File: config.mk
export PLATFORM = sky130hd
export DESIGN_NAME = dual_port_ram_ctrl
export DESIGN_NICKNAME = d
export VERILOG_FILES = /design/src/rtl/dpram_pkg.sv /design/src/rtl/dpram_array.sv /design/src/rtl/dual_port_ram_ctrl.sv
export SDC_FILE = /design/constraint.sdc
export NUM_CORES = 1
export LEC_CHECK = 0
export CORE_MARGIN = 10
export CORE_UTILIZATION = 55
export CTS_CLUSTER_SIZE = 28
export DETAILED_ROUTE_END_ITERATION = 10
export PLACE_DENSITY = 0.73
export SLEW_MARGIN = 20
export SYNTH_ARGS = -nofsm -noshare
export SYNTH_HDL_FRONTEND = slang
export SYNTH_SLANG_ARGS = --single-unit
File: constraint.sdc
create_clock -name clk_i -period 4.9 [get_ports clk_i]
set_input_delay 0.98 -clock clk_i [delete_from_list [all_inputs] [get_ports clk_i]]
set_output_delay 0.98 -clock clk_i [all_outputs]
set_load 0.03 [all_outputs]
File: src/rtl/dpram_pkg.sv
// Shared definitions for the dual-port RAM controller.
//
// Contents:
//   state_e      - controller FSM states (CLEAR after reset, RUN afterwards)
//   RDW_OLD/NEW  - same-address read-during-write result selection
//   num_lanes    - number of byte lanes in a data word
//   byte_parity  - even-parity bit for one byte
//
// Optional feature macro: DUAL_PORT_RAM_PARITY_EN (consumers only).

package dpram_pkg;

  typedef enum logic {
    CLEAR = 1'b0,
    RUN   = 1'b1
  } state_e;

  localparam int RDW_OLD = 0;
  localparam int RDW_NEW = 1;

  function automatic int num_lanes(input int dataWidth);
    return dataWidth / 8;
  endfunction

  // Parity bit that makes the 9-bit group (byte + parity) contain an even number of ones.
  function automatic logic byte_parity(input logic [7:0] b);
    return ^b;
  endfunction

endpackage

File: src/rtl/dpram_array.sv
// Storage array for the dual-port RAM controller: one byte-enabled write port
// and one registered (synchronous) read port. Writes or reads outside DEPTH
// are dropped / return zero.
//
// Ports:
//   clk_i, rst_ni      clock, asynchronous active-low reset (read register only)
//   we_i, waddr_i      write request and address
//   wbe_i, wdata_i     byte-lane enables and write data
//   wpar_i             per-byte parity to store (DUAL_PORT_RAM_PARITY_EN only)
//   re_i, raddr_i      read request and address
//   rdata_o            registered read data, holds between reads
//   rpar_o             registered stored parity (DUAL_PORT_RAM_PARITY_EN only)

module dpram_array
  import dpram_pkg::*;
#(
  parameter int DEPTH      = 16,
  parameter int ADDR_WIDTH = 4,
  parameter int DATA_WIDTH = 32
) (
  input  logic                       clk_i,
  input  logic                       rst_ni,
  input  logic                       we_i,
  input  logic [ADDR_WIDTH-1:0]      waddr_i,
  input  logic [DATA_WIDTH/8-1:0]    wbe_i,
  input  logic [DATA_WIDTH-1:0]      wdata_i,
  input  logic                       re_i,
  input  logic [ADDR_WIDTH-1:0]      raddr_i,
  output logic [DATA_WIDTH-1:0]      rdata_o
`ifdef DUAL_PORT_RAM_PARITY_EN
  ,
  input  logic [DATA_WIDTH/8-1:0]    wpar_i,
  output logic [DATA_WIDTH/8-1:0]    rpar_o
`endif
);

  localparam int NB = num_lanes(DATA_WIDTH);

  logic [DATA_WIDTH-1:0] mem [DEPTH];
  logic [DATA_WIDTH-1:0] rdata_q;
  logic                  wr_in_range;
  logic                  rd_in_range;

  assign wr_in_range = int'(waddr_i) < DEPTH;
  assign rd_in_range = int'(raddr_i) < DEPTH;

  // Storage has no reset; the controller's clear sequence initialises it.
  always_ff @(posedge clk_i) begin
    if (we_i && wr_in_range) begin
      for (int b = 0; b < NB; b++) begin
        if (wbe_i[b]) mem[waddr_i][b*8 +: 8] <= wdata_i[b*8 +: 8];
      end
    end
  end

  // Read register sees the pre-write word on a same-address collision.
  always_ff @(posedge clk_i or negedge rst_ni) begin
    if (!rst_ni) begin
      rdata_q <= '0;
    end else if (re_i) begin
      rdata_q <= rd_in_range ? mem[raddr_i] : '0;
    end
  end

  assign rdata_o = rdata_q;

`ifdef DUAL_PORT_RAM_PARITY_EN
  logic [NB-1:0] pmem [DEPTH];
  logic [NB-1:0] rpar_q;

  always_ff @(posedge clk_i) begin
    if (we_i && wr_in_range) begin
      for (int b = 0; b < NB; b++) begin
        if (wbe_i[b]) pmem[waddr_i][b] <= wpar_i[b];
      end
    end
  end

  always_ff @(posedge clk_i or negedge rst_ni) begin
    if (!rst_ni) begin
      rpar_q <= '0;
    end else if (re_i) begin
      rpar_q <= rd_in_range ? pmem[raddr_i] : '0;
    end
  end

  assign rpar_o = rpar_q;
`endif

endmodule

File: src/rtl/dual_port_ram_ctrl.sv
// Simple dual-port RAM controller: one write port, one read port, byte
// enables, 1- or 2-cycle read latency and a hardware clear after every reset.
//
// Ports:
//   clk_i, rst_ni            clock, asynchronous active-low reset
//   ready_o                  clear finished, requests are accepted
//   wr_en_i/wr_addr_i/wr_be_i/wr_data_i   write request
//   rd_en_i/rd_addr_i        read request
//   rd_data_o, rd_valid_o    read result, valid for one cycle RD_LAT after accept
//   par_inject_i, par_err_o  parity test/check (DUAL_PORT_RAM_PARITY_EN only)
//
// Optional feature macro: DUAL_PORT_RAM_PARITY_EN adds per-byte even parity.

module dual_port_ram_ctrl
  import dpram_pkg::*;
#(
  parameter int DEPTH      = 16,
  parameter int ADDR_WIDTH = 4,
  parameter int DATA_WIDTH = 32,
  parameter int RD_LAT     = 1,
  parameter int RDW_MODE   = 0
) (
  input  logic                    clk_i,
  input  logic                    rst_ni,
  output logic                    ready_o,
  input  logic                    wr_en_i,
  input  logic [ADDR_WIDTH-1:0]   wr_addr_i,
  input  logic [DATA_WIDTH/8-1:0] wr_be_i,
  input  logic [DATA_WIDTH-1:0]   wr_data_i,
  input  logic                    rd_en_i,
  input  logic [ADDR_WIDTH-1:0]   rd_addr_i,
  output logic [DATA_WIDTH-1:0]   rd_data_o,
  output logic                    rd_valid_o
`ifdef DUAL_PORT_RAM_PARITY_EN
  ,
  input  logic                    par_inject_i,
  output logic                    par_err_o
`endif
);

  localparam int NB = num_lanes(DATA_WIDTH);

  state_e                state_q;
  logic [ADDR_WIDTH-1:0] clr_addr_q;
  logic                  ready_q;

  logic                  clearing;
  logic                  wr_acc;
  logic                  rd_acc;
  logic                  coll_hit;
  logic                  arr_we;
  logic [ADDR_WIDTH-1:0] arr_waddr;
  logic [NB-1:0]         arr_wbe;
  logic [DATA_WIDTH-1:0] arr_wdata;
  logic [DATA_WIDTH-1:0] arr_rdata;

  logic                  v1_q;
  logic [NB-1:0]         coll_be_q;
  logic [DATA_WIDTH-1:0] coll_data_q;
  logic [DATA_WIDTH-1:0] s1_data;

  // Clear sequencer: one zero write per cycle, then RUN until the next reset.
  always_ff @(posedge clk_i or negedge rst_ni) begin
    if (!rst_ni) begin
      state_q    <= CLEAR;
      clr_addr_q <= '0;
      ready_q    <= 1'b0;
    end else begin
      case (state_q)
        CLEAR: begin
          if (clr_addr_q == ADDR_WIDTH'(DEPTH - 1)) begin
            state_q <= RUN;
            ready_q <= 1'b1;
          end else begin
            clr_addr_q <= clr_addr_q + ADDR_WIDTH'(1);
          end
        end
        RUN:     state_q <= RUN;
        default: state_q <= CLEAR;
      endcase
    end
  end

  assign ready_o  = ready_q;
  assign clearing = (state_q == CLEAR);
  assign wr_acc   = ready_q & wr_en_i;
  assign rd_acc   = ready_q & rd_en_i;

  assign arr_we    = clearing | wr_acc;
  assign arr_waddr = clearing ? clr_addr_q : wr_addr_i;
  assign arr_wbe   = clearing ? {NB{1'b1}} : wr_be_i;
  assign arr_wdata = clearing ? '0 : wr_data_i;

  // Only an in-range same-address write can be merged into the read result.
  assign coll_hit = (RDW_MODE == RDW_NEW) && wr_acc && (wr_addr_i == rd_addr_i) &&
                    (int'(rd_addr_i) < DEPTH);

`ifdef DUAL_PORT_RAM_PARITY_EN
  logic [NB-1:0] arr_wpar;
  logic [NB-1:0] arr_rpar;
  logic [NB-1:0] coll_par_q;
  logic [NB-1:0] s1_par;
  logic          s1_err;

  always_comb begin
    arr_wpar = '0;
    if (!clearing) begin
      for (int b = 0; b < NB; b++) begin
        arr_wpar[b] = byte_parity(wr_data_i[b*8 +: 8]) ^ par_inject_i;
      end
    end
  end
`endif

  dpram_array #(
    .DEPTH      (DEPTH),
    .ADDR_WIDTH (ADDR_WIDTH),
    .DATA_WIDTH (DATA_WIDTH)
  ) u_array (
    .clk_i   (clk_i),
    .rst_ni  (rst_ni),
    .we_i    (arr_we),
    .waddr_i (arr_waddr),
    .wbe_i   (arr_wbe),
    .wdata_i (arr_wdata),
    .re_i    (rd_acc),
    .raddr_i (rd_addr_i),
    .rdata_o (arr_rdata)
`ifdef DUAL_PORT_RAM_PARITY_EN
    ,
    .wpar_i  (arr_wpar),
    .rpar_o  (arr_rpar)
`endif
  );

  // First read stage: captures the collision bytes alongside the array read.
  always_ff @(posedge clk_i or negedge rst_ni) begin
    if (!rst_ni) begin
      v1_q        <= 1'b0;
      coll_be_q   <= '0;
      coll_data_q <= '0;
    end else begin
      v1_q <= rd_acc;
      if (rd_acc) begin
        coll_be_q   <= coll_hit ? wr_be_i : '0;
        coll_data_q <= wr_data_i;
      end
    end
  end

  always_comb begin
    s1_data = arr_rdata;
    for (int b = 0; b < NB; b++) begin
      if (coll_be_q[b]) s1_data[b*8 +: 8] = coll_data_q[b*8 +: 8];
    end
  end

`ifdef DUAL_PORT_RAM_PARITY_EN
  always_ff @(posedge clk_i or negedge rst_ni) begin
    if (!rst_ni) begin
      coll_par_q <= '0;
    end else if (rd_acc) begin
      coll_par_q <= arr_wpar;
    end
  end

  always_comb begin
    s1_par = arr_rpar;
    s1_err = 1'b0;
    for (int b = 0; b < NB; b++) begin
      if (coll_be_q[b]) s1_par[b] = coll_par_q[b];
      if (byte_parity(s1_data[b*8 +: 8]) != s1_par[b]) s1_err = 1'b1;
    end
  end
`endif

  // Optional second stage adds an output register behind the array read.
  if (RD_LAT == 2) begin : g_lat2
    logic                  v2_q;
    logic [DATA_WIDTH-1:0] d2_q;

    always_ff @(posedge clk_i or negedge rst_ni) begin
      if (!rst_ni) begin
        v2_q <= 1'b0;
        d2_q <= '0;
      end else begin
        v2_q <= v1_q;
        if (v1_q) d2_q <= s1_data;
      end
    end

    assign rd_valid_o = v2_q;
    assign rd_data_o  = d2_q;

`ifdef DUAL_PORT_RAM_PARITY_EN
    logic err2_q;

    always_ff @(posedge clk_i or negedge rst_ni) begin
      if (!rst_ni) err2_q <= 1'b0;
      else         err2_q <= v1_q & s1_err;
    end

    assign par_err_o = err2_q;
`endif
  end else begin : g_lat1
    assign rd_valid_o = v1_q;
    assign rd_data_o  = s1_data;
`ifdef DUAL_PORT_RAM_PARITY_EN
    assign par_err_o  = v1_q & s1_err;
`endif
  end

endmodule

# Word-level counts from Yosys, hierarchy flattened
# Memory sizes are Yosys's and may differ from the RTL's. A register that Yosys moved wholly into a read port is not among the register bits.
# Cells that the tools add are included.
op_classes:
  bitwise_logic: 5
  add_sub_neg: 1
  muxes: 17
  reduce_logical: 3
  eq_ne: 1
op_table:
  columns: ["op", "n"]
  rows:
  - ["$mux W32", 1]
  - ["$mux W1", 13]
  - ["$mux W4", 2]
  - ["$add A4 B1 Y4 const B", 1]
  - ["$eq A4 B4 Y1 const B", 1]
  - ["$reduce_and A2 Y1", 2]
  - ["$and A1 B1 Y1", 2]
  - ["$not A1 Y1", 2]
  - ["$pmux W1 S2", 1]
  - ["$logic_not A1 Y1", 1]
  - ["$or A1 B1 Y1", 1]
totals:
  wordCells: 32
  ff_bits: 7
  mem_bits_rw: 512
  in_bits: 48
  memories: 1
  output_inout_bits: 34
mem_list:
  columns: ["name", "depth", "width", "rd", "rd_clocked_by_memory_dff", "write_ports", "line", "source"]
  rows:
  - ["u_array.mem", 16, 32, 1, 1, 1, "dpram_array.sv:39", "logic [DATA_WIDTH-1:0] mem [DEPTH];"]

# Logic depth before layout (Yosys ltp)
depth:
  depth_word: 4
  mapped_depth: 7
  depth_no_buf: 4

# Modules after synthesis
# From an unflattened synthesis, not the netlist that was laid out.
hier_totals:
  hier_cells: 1017
  area_unflattened_um2: 21657.0
modules_own_cells:
  columns: ["mod", "area_each_um2", "seq_area_each_um2", "cells_each", "n_inst"]
  rows:
  - ["dpram_array", 21047.7, 16175.5, 947, 1]
  - ["dual_port_ram_ctrl", 609.3, 175.2, 70, 1]

# Worst setup path after synthesis
# No wires, ideal clock.
synth_timing:
  path_type: "input port to flip-flop"
  start: "input wr_addr_i[0]"
  end: "memory u_array.mem[14][0], enable pin"
  stages: 4
  required_time_ns: 4.530
  path_slack_ns: 2.639
  path_buffers: 0
  setup_ns: 0.370
  t_arrival_ns: 1.891
  path_cell_list: "nand2b_1 o32ai_1 nand2_1 nor2_1"
synth_between:
  elab_chain_len: 1
synth_rtl:
  columns: ["item", "line", "source"]
  rows:
  - ["start: declaration", "dual_port_ram_ctrl.sv:27", "input logic [ADDR_WIDTH-1:0] wr_addr_i,"]
  - ["$mux W4", "dual_port_ram_ctrl.sv:90", "assign arr_waddr = clearing ? clr_addr_q : wr_addr_i;"]
  - ["end: declaration", "dpram_array.sv:39", null]
# No other way between the ends.

# Worst setup path in the final report
layout_timing:
  start: "register state_q"
  end: "memory u_array.mem[3][28], enable pin"
layout_between:
  elab_chain_len: 4
  word_cells_on_any_way: 7
  cone_classes: "5 x mux; 2 x bitwise"
layout_rtl:
  columns: ["item", "line", "source"]
  rows:
  - ["start: declaration", "dual_port_ram_ctrl.sv:43", "state_e state_q;"]
  - ["start signal: assignment", "dual_port_ram_ctrl.sv:65", "state_q <= CLEAR;"]
  - ["start signal: assignment", "dual_port_ram_ctrl.sv:72", "state_q <= RUN;"]
  - ["start signal: assignment", "dual_port_ram_ctrl.sv:78", "RUN: state_q <= RUN;"]
  - ["$mux W4 or $not A1 Y1 (tied branches)", null, null]
  - ["$mux W1 or $or A1 B1 Y1 (tied branches)", "dpram_array.sv:51, dual_port_ram_ctrl.sv:89", null]
  - ["$mux W1", "dpram_array.sv:49", "if (we_i && wr_in_range) begin"]
  - ["$mux W1 (implied by the code)", "dpram_array.sv:51", "if (wbe_i[b]) mem[waddr_i][b*8 +: 8] <= wdata_i[b*8 +: 8];"]
# Parallel ways exist; a longest one is shown, timed or not.

==> impl_metrics.toml <==
[grt]
grt_pass1_vias = 11963
largest_net_degree_at_the_start_of_global_routing = 80
grt_overflow_total = 0
grt_antenna_before_repair = 0
grt_first_pass_wirelength_mm = 71.0
grt_usage_pct = 19.4

[sta]
final_hold_viol_count = 0
max-slew-margin-rel_pct = 27.9
skew_ns = 0.0124
grt_setup_unrepaired = "false"
setup_ws_ns = 1.80
number_of_pins_exceeding_their_max_slew_limit_in_the_final_report = 0
min_period_over_period_pct = 63.3
fmax_mhz = 323
tightest_slew_ns = 1.08
final.setup.tns_ns = 0
setup-violations-final = 0
fin_crit_ns = 3.10

[detailed_routing]
detail_route_met2_wl_mm = 22.4
via_per_inst = 5.97
detail_route.wl_per_cell_um = 23.6
drt_drc_violations_left = 0
vias = 11818
remaining_antenna_violation_count_after_routing = 0
number_of_drc_markers_after_the_initial_detailed_route_iteration = 986
routedLengthMet1_mm = 19.5
wl_met3_mm = 3.73
top_signal_layer_used = "met4"
first_pass_iters = 6
wirelength_mm = 46.6

[cells_and_area]
final.fill_count = 2784
antenna_cells = 0
layout.nets = 1468
layout.core_utilization_pct = 63.3
drive_gt1_share_pct = 6.91
area_growth_pct = 12.9

[power_and_ir_drop]
worst_ir_drop_vdd_mv = 0.307
leakage_nw = 8.65
power-per-cell-area_nw_per_um2 = 395

[die]
io_pins = 82
floorplan.die.width_um = 219
die_y_um = 219
floorplan.die_area_um2 = 48000
placementRows = 72
starting_density_of_the_core_pct = 56.1
core-area_um2 = 38900

[setup_path]
startpoint = "state_q$_DFF_PN0_"
cp_data_required_time_ns = 5.09
worstSetupStartpointType = "register"
worstSetupEndpointType = "register"
timing.rr.start = "state_q$_DFF_PN0_"
critPathMaxFanout = 50
wp_data_arrival_ns = 3.29
path_class = "reg -> reg"

[synth]
synth_cells = 1347
synth_seq_cells = 551
yosysTopAreaCell = "sky130_fd_sc_hd__edfxtp_1"
synth.top_cells.by_area = "sky130_fd_sc_hd__edfxtp_1, sky130_fd_sc_hd__mux2i_1, sky130_fd_sc_hd__dfrtp_1"
yosys.area.top_type_share_pct = 70.5
synthesis.yosys.warnings = 0
synth_async_sr_flop_share_pct = 7.08
yosys.cell_types.count = 30
synth.avg_cell_area_um2 = 16.2
synth_common_cells = "sky130_fd_sc_hd__edfxtp_1, sky130_fd_sc_hd__mux2i_1, sky130_fd_sc_hd__nand2_1"
synth_seq_area_share_pct = 74.9
synth_most_common_cell = "sky130_fd_sc_hd__edfxtp_1"
mappedNetlistArea_um2 = 21800
synth-edff-count = 512
net_count_after_synthesis = 1396
postSynth.topFlopCell = "sky130_fd_sc_hd__edfxtp_1"

[clock_network]
clock_latency_ns = 0.57
holdBufCountCts = 0
cts_buffer_depth = 3
post_cts_setup_buffer_count = 0
h_tree_depth = 2
cts_buffers = 51
clkSinkCount = 551
cts.clk_slew.worst_paths_ns = 0.06
cts_root_buffer = "sky130_fd_sc_hd__clkbuf_16"
ctsResizeCount = 0
tritoncts = "built"

[place]
detailed_place_hpwl_mm = 27.9
place_ws_ns = 1.32
placement.io_buffers = 81
globalplace.congestion = 0.824

[min_path]
min-delay-start = "u_array.rdata_o[15]$_DFFE_PN0P_"
min-delay-path-class = "reg -> reg"

[run]
max-cap-violations = 0

[status]
run_status = "complete, no violations"
==> through the flow <==
step	power [mW]	std cells	instance area [um^2]	hold slack [ns]
2_1_floorplan	5.70	1347	21800	0.517
6_report	9.72	1979	24600	0.500
5_1_grt	10.0	1979	24600	0.526
3_5_place_dp	5.95	1884	23000	0.496
4_1_cts	9.77	1979	24600	0.509
3_3_place_gp	5.94	1884	23000	0.495
==> state kept, by name (all words and copies together) (netlist names) <==
name	count
u_array.rdata_o	32
clr_addr_q	4
rd_valid_o	1
u_array.mem	512
state_q	1
ready_o	1
==> path summary, 6_finish.rpt <==
check / to / slack (ns) / cells past startpoint
worst max-delay path: u_array.mem[3][28]$_DFFE_PP_ / 1.80 / 4
min in group asynchronous: u_array.rdata_o[3]$_DFFE_PN0P_ / 0.53 / 2
max in group asynchronous: state_q$_DFF_PN0_ / 3.88 / 2
worst min-delay path: u_array.rdata_o[15]$_DFFE_PN0P_ / 0.50 / 2
worst max register to register: u_array.mem[3][28]$_DFFE_PP_ / 1.80 / 4
worst min register to register: u_array.rdata_o[15]$_DFFE_PN0P_ / 0.50 / 2
==> report_power, final <==
| part | internal, mW | switching [mW] | total, mW |
|---|---|---|---|
| registers | 5.19 | 0.0364 | 5.23 |
| logic | 0.223 | 0.400 | 0.623 |
| clock network | 2.26 | 1.62 | 3.87 |
==> layer usage <==
metal  GRT usage [%]  up-vias
met5               0        -
met4            5.45        0
met3            3.95       88
met2            31.4      463
met1            26.3     5972
li1                -     5295
==> critical path: stages (launching register included) <==
cell	delay, ns
sky130_fd_sc_hd__dfrtp_2	1.03
sky130_fd_sc_hd__nand2b_1	0.17
sky130_fd_sc_hd__o32ai_1	0.37
sky130_fd_sc_hd__nand2_1	0.36
sky130_fd_sc_hd__nor2_1	0.77
==> cell families after synthesis <==
| logic type | synth area share [%] |
|---|---|
| flip-flops | 74.9 |
| adder cells (fa/ha/maj) | 0.0573 |
| buffers and inverters | 2.35 |
| AND/OR/NAND/NOR | 6.89 |
| XOR/XNOR | 0.0803 |
| multiplexers | 11.8 |
| AO/OA/AOI/OAI | 3.87 |
==> layout by cell type (no fill, tap or decap), drive strengths merged, types with 10 or more instances in the layout <==
master / n
edfxtp: 512
nor2: 66
mux2i: 256
clkbuf: 83
a22oi: 74
nand2: 129
and2: 34
nand3: 75
dfrtp: 39
a21oi: 32
nand4: 23
clkdlybuf4s50: 79
clkinv: 10
buf: 15
==> area by class of cell <==
type                       count  area [um^2]  area share (%)
inverter                       7         26.3           0.107
sequential                   551        16400            66.4
clock buffer                  83         1550            6.29
multi-input combinational    714         4980            20.2
timing repair buffer          94          971            3.94
clock inverter                12          108           0.437
tap                          518          648            2.63
(Power assumes the default switching activity.)
